### src/rtl/text_console_writer.sv
// Character-stream front end for the text overlay: converts ASCII/control bytes
// into single-cell buffer writes, tracking a cursor and running row/screen clears.
module text_console_writer #(
  parameter int         COLS      = 32,
  parameter int         ROWS      = 16,
  parameter logic [7:0] FILL_CHAR = 8'h00,
  parameter int         TAB_STOP  = 8
) (
  input  logic       clk,
  input  logic       reset,
  input  logic       in_valid,
  input  logic [7:0] in_data,
  output logic       in_ready,
  output logic       wen,
  output logic [9:0] write_addr,
  output logic [7:0] write_data,
  output logic [7:0] cursor_col,
  output logic [7:0] cursor_row,
  output logic       busy
);

  localparam logic [1:0] IDLE    = 2'd0;
  localparam logic [1:0] CLR_ROW = 2'd1;
  localparam logic [1:0] CLR_SCR = 2'd2;

  localparam logic [7:0]  COL_MAX   = 8'(COLS - 1);
  localparam logic [7:0]  ROW_MAX   = 8'(ROWS - 1);
  localparam logic [10:0] ROW_CELLS = 11'(COLS);
  localparam logic [10:0] SCR_CELLS = 11'(COLS * ROWS);
  localparam logic [8:0]  TAB_MASK  = 9'(TAB_STOP - 1);

  logic [1:0]  state_q, state_d;
  logic [7:0]  col_q, col_d;
  logic [7:0]  row_q, row_d;
  logic [10:0] cnt_q, cnt_d;
  logic        wen_q, wen_d;
  logic [9:0]  addr_q, addr_d;
  logic [7:0]  data_q, data_d;
  logic        in_ready_q, in_ready_d;

  logic        accept;
  logic [7:0]  row_next;
  logic [8:0]  tab_next;

  function automatic logic [9:0] cell_addr(input logic [7:0] row, input logic [10:0] col);
    return 10'(19'(row) * 19'(COLS) + 19'(col));
  endfunction

  // cnt_q is the index of the next clear write; a clear state ends one cycle
  // after its last write so busy/in_ready cover every clear write cycle.
  always_comb begin
    state_d  = state_q;
    col_d    = col_q;
    row_d    = row_q;
    cnt_d    = cnt_q;
    wen_d    = 1'b0;
    addr_d   = addr_q;
    data_d   = data_q;
    accept   = in_valid & in_ready_q;
    row_next = (row_q == ROW_MAX) ? 8'd0 : row_q + 8'd1;
    tab_next = ({1'b0, col_q} | TAB_MASK) + 9'd1;

    case (state_q)
      IDLE: begin
        if (accept) begin
          if (in_data >= 8'h20 && in_data <= 8'h7E) begin
            wen_d  = 1'b1;
            addr_d = cell_addr(row_q, 11'(col_q));
            data_d = in_data;
            if (col_q < COL_MAX) begin
              col_d = col_q + 8'd1;
            end else begin
              // Auto-wrap: the character write goes first, the row clear follows.
              col_d   = '0;
              row_d   = row_next;
              state_d = CLR_ROW;
              cnt_d   = '0;
            end
          end else begin
            case (in_data)
              8'h0D: col_d = '0;
              8'h0A: begin
                row_d   = row_next;
                state_d = CLR_ROW;
                wen_d   = 1'b1;
                addr_d  = cell_addr(row_next, 11'd0);
                data_d  = FILL_CHAR;
                cnt_d   = 11'd1;
              end
              8'h08: begin
                if (col_q != 8'd0) begin
                  col_d  = col_q - 8'd1;
                  wen_d  = 1'b1;
                  addr_d = cell_addr(row_q, 11'(col_q - 8'd1));
                  data_d = FILL_CHAR;
                end
              end
              8'h09: col_d = (tab_next > {1'b0, COL_MAX}) ? COL_MAX : tab_next[7:0];
              8'h0C: begin
                col_d   = '0;
                row_d   = '0;
                state_d = CLR_SCR;
                wen_d   = 1'b1;
                addr_d  = '0;
                data_d  = FILL_CHAR;
                cnt_d   = 11'd1;
              end
              default: ;
            endcase
          end
        end
      end
      CLR_ROW: begin
        if (cnt_q == ROW_CELLS) begin
          state_d = IDLE;
        end else begin
          wen_d  = 1'b1;
          addr_d = cell_addr(row_q, cnt_q);
          data_d = FILL_CHAR;
          cnt_d  = cnt_q + 11'd1;
        end
      end
      CLR_SCR: begin
        if (cnt_q == SCR_CELLS) begin
          state_d = IDLE;
        end else begin
          wen_d  = 1'b1;
          addr_d = cnt_q[9:0];
          data_d = FILL_CHAR;
          cnt_d  = cnt_q + 11'd1;
        end
      end
      default: state_d = IDLE;
    endcase

    in_ready_d = (state_d == IDLE);
  end

  always_ff @(posedge clk or posedge reset) begin
    if (reset) begin
      state_q    <= IDLE;
      col_q      <= '0;
      row_q      <= '0;
      cnt_q      <= '0;
      wen_q      <= 1'b0;
      addr_q     <= '0;
      data_q     <= '0;
      in_ready_q <= 1'b0;
    end else begin
      state_q    <= state_d;
      col_q      <= col_d;
      row_q      <= row_d;
      cnt_q      <= cnt_d;
      wen_q      <= wen_d;
      addr_q     <= addr_d;
      data_q     <= data_d;
      in_ready_q <= in_ready_d;
    end
  end

  assign in_ready   = in_ready_q;
  assign wen        = wen_q;
  assign write_addr = addr_q;
  assign write_data = data_q;
  assign cursor_col = col_q;
  assign cursor_row = row_q;
  assign busy       = (state_q == CLR_ROW) || (state_q == CLR_SCR);

endmodule

### config.mk
export PLATFORM = sky130hd
export DESIGN_NAME = text_console_writer
export DESIGN_NICKNAME = d
export VERILOG_FILES = /design/src/rtl/text_console_writer.sv
export SDC_FILE = /design/constraint.sdc
export NUM_CORES = 1
export LEC_CHECK = 0
export ABC_AREA = 1
export BUFFER_PORTS_ARGS = -buffer_cell sky130_fd_sc_hd__buf_2
export CAP_MARGIN = 25
export CORE_MARGIN = 3
export CORE_UTILIZATION = 45
export CTS_CLUSTER_DIAMETER = 120
export DETAILED_ROUTE_END_ITERATION = 12
export PLACE_DENSITY = 0.6
export SYNTH_ARGS = -nofsm -noshare
export SYNTH_HDL_FRONTEND = slang
export SYNTH_SLANG_ARGS = --single-unit
### constraint.sdc
create_clock -name clk -period 2.9 [get_ports clk]
set_input_delay 0.58 -clock clk [delete_from_list [all_inputs] [get_ports clk]]
set_output_delay 0.58 -clock clk [all_outputs]
set_load 0.02 [all_outputs]
==> key figures <==
Drt
  – Via density: about 5.3
  – Routed wl met2: 5020 um
  – Metal3 WL: roughly 450 um
  – Initial DRC count: approximately 230
  – First-pass DRT Iterations: 5
  – DR top layer: met4
  – DR vias: 3899
  – Remaining DRCs: 0
  – WL/cell: 14.5 um
  – Antenna viol nets, final: 0
  – WL met1: a little over 5000 um
  – Routed WL: ~11000 um

Yosys
  – Sequential element share of the synthesized area: between 20 and 30%
  – Top-area cell type share of the netlist area: between 20 and 30%
  – Top-count cell post-synth: nand2_1
  – Avg Cell Area, Syn: between 6 and 7 um^2
  – Syn nets: around 630
  – Cell count after synthesis: 590
  – Synth top area cells: dfrtp_1, nand2_1, nand3_1, ha_1, inv_1
  – Synthesized flop and latch total: between 40 and 50
  – Most used DFF post-synth: dfrtp_1
  – Asr flop ratio synth: between 90% and 100%
  – Synth area leader: dfrtp_1
  – Synth Cell Area: 4120 um^2
  – Netlist cell types: 37
  – Commonest cells in the netlist: nand2_1, inv_1, nand3_1
  – Yosys warning count: 0
  – Number of flops mapped to enable cells by yosys: 0

Global routing
  – Initial antenna violation count: 0
  – Global-route wire length before repair: ~18000 um
  – Total GRT Usage: about 22%
  – Total congestion overflow: 0
  – Vias in the first global route: 3664
  – Pin count of the biggest net entering global routing: 27

Clocking
  – Clk sinks: 49
  – CTS tree: built
  – CTS buffer count: 5
  – CTS Root Cell: clkbuf_8
  – Cts hold-fix bufs: 0
  – H-tree depth: 2
  – Clk Latency, worst-skew pair: between 0.3 and 0.4 ns
  – Maximum clock path buffer count: 2
  – Clk slew on worst S/H paths: around 0.090 ns

STA
  – Tcrit/Tclk final: between 90% and 100%
  – Clock Skew: ~0.0075 ns
  – # setup viols final: 0
  – Max-slew violations: 0
  – FMAX: around 380 MHz
  – Minimum clock period: between 2 and 3 ns
  – Unrepaired setup endpoints after global routing: false
  – Worst-Margin Slew: roughly 0.44 ns
  – Relative slew slack: just over 70%
  – Sum of negative setup slack: 0 ns
  – Final Hold Vio Count: 0

Power and ir drop
  – PwrDens: around 1000 nW/um^2
  – Total power: ~4.5 mW
  – Max VDD drop: ~540 uV
  – LEAKAGE: between 2 and 2.5 nW

Critical path
  – Setup crit end kind: flip-flop
  – Max stage delay on crit path: between 0.4 and 0.5 ns
  – Peak fanout along the critical path: 7
  – CP most frequent cell: nand2_1
  – Worst path cell trace: inv_1, ha_1, a21boi_2, xor2_1, ha_1, inv_1, fa_1, inv_1, nand2_1, nand2_1, a21oi_1, inv_1, nand3_1, nand3_1, nand2_1, nand2_1, nand2_1
  – Startpoint types: flip-flop
  – Data arrival, critical path: 2.82 ns
  – Crit Path Class: flip-flop to flip-flop
  – Slowest-stage cell, CP: dfrtp_1
  – Req. time, crit path: 3.11 ns

Placement
  – Routability Congestion: between 0.9 and 1
  – DP Area: 4400 um^2
  – IO Port Bufs: 47
  – Post-DP HPWL: 8390 um

Cells and area
  – Layout cells sized above 1: ~20%
  – Post-route cell area: about 4500 um^2
  – Final nets: between 600 and 700
  – Area growth syn-to-layout: 9.81%
  – Ant. Diodes: 0
  – Post-layout util: between 50% and 60%

Floorplanning
  – # rows: 34
  – Initial core utilization: about 47%
  – Die H: approximately 100 um
  – Die X: around 100 um
  – Core area: slightly below 9000 um^2
  – Top Ports: 48
  – Die area: 10300 um^2

Flow run
  – Max_cap viols: 0

Outcome
  – Status: complete, no violations

Hold path
  – Hold/Removal Path Class: input pin to asynchronous set/reset pin
## kinds of logic after synthesis
| group | after synthesis | synth area share, % |
|---|---|---|
| fa+ha+maj | 27 | 8.74 |
| xor+xnor | 13 | 2.76 |
| flops | 49 | 29.8 |
| simple gates | 339 | 37.1 |
| compound gates | 72 | 11.8 |
| buf+inv | 90 | 9.87 |
## flip-flops by register name, summed over array words and instances (netlist names)
register,flops
cursor_col,8
in_ready,1
write_data,8
cnt_q,11
write_addr,10
cursor_row,8
state_q,2
wen,1
## through the flow
stage | worst slack, ns | cells | hold WS [ns]
after global routing | 0.00655 | 739 | 0.334
after global placement | 0.330 | 731 | 0.460
after CTS | 0.208 | 739 | 0.317
after floorplan | 0.356 | 590 | 0.499
after detailed placement | 0.228 | 731 | 0.464
final | 0.282 | 739 | 0.310
## power breakdown
part | switching, mW | internal, mW | leakage [nW]
Clock | 0.239 | 0.282 | 0.0585
Sequential | 0.300 | 0.905 | 0.650
Combinational | 1.86 | 0.927 | 1.66
## cell type report
cell class,instances,area (um^2)
clock buffers,7,86.3
clock inverters,1,30.0
fillers,904,4280
inverters,69,267
multi-input cells,451,2490
flip-flops and latches,49,1230
well taps,108,135
repair buffers,54,288
## routing by layer
layer  up-vias  global-route usage (%)
met3        13                    2.55
met2        98                    36.3
li1       1969                       -
met4         0                    6.03
met1      1819                    30.6
met5         -                       0
## critical path: cells and delay by family (launching register included)
family | cells | cell delay, ns
buffers and inverters | 4 | 0.37
AO/OA/AOI/OAI | 2 | 0.26
adder cells (fa/ha/maj) | 3 | 0.76
AND/OR/NAND/NOR | 7 | 0.43
XOR/XNOR | 1 | 0.21
flip-flops | 1 | 0.48
## path summary, 6_finish.rpt
kind | start | endpoint | slack (ns) | cells past startpoint
setup / recovery | cursor_col[4] | write_addr[9] | 0.28 | 17
min in group clk | write_data[6] | write_data[6] | 0.48 | 2
max in group asynchronous | reset | state_q[1] | 2.30 | 3
hold / removal | reset | cursor_row[7] | 0.31 | 3
setup reg to reg | cursor_col[4] | write_addr[9] | 0.28 | 17
hold reg to reg | write_data[6] | write_data[6] | 0.48 | 2
## cell usage in the layout (no fill, tap or decap), types with 2 or more instances in the layout
cell type	count
or2_2	4
a21oi_1	14
o21ai_0	18
nand2_1	185
ha_1	24
inv_4	3
nand4_1	9
inv_2	3
nor2_1	41
nand2_4	4
o21bai_1	3
xor2_1	12
nand3b_1	3
buf_4	7
inv_1	63
nand3_1	62
o21ai_2	24
o31ai_1	2
dfrtp_1	48
nand2_2	9
buf_2	47
fa_1	3
nor2_4	4
nor2_2	9
o21ai_1	4
clkbuf_8	6
o211ai_1	3
nor3_1	6
## what timing repair did
| action | 4_1_cts | 5_1_grt |
|---|---|---|
| gates resized for setup | 0 | 2 |
| endpoints found under the setup margin | 0 | 2 |
| buffers inserted | 0 | 0 |
(Power assumes the default switching activity.)
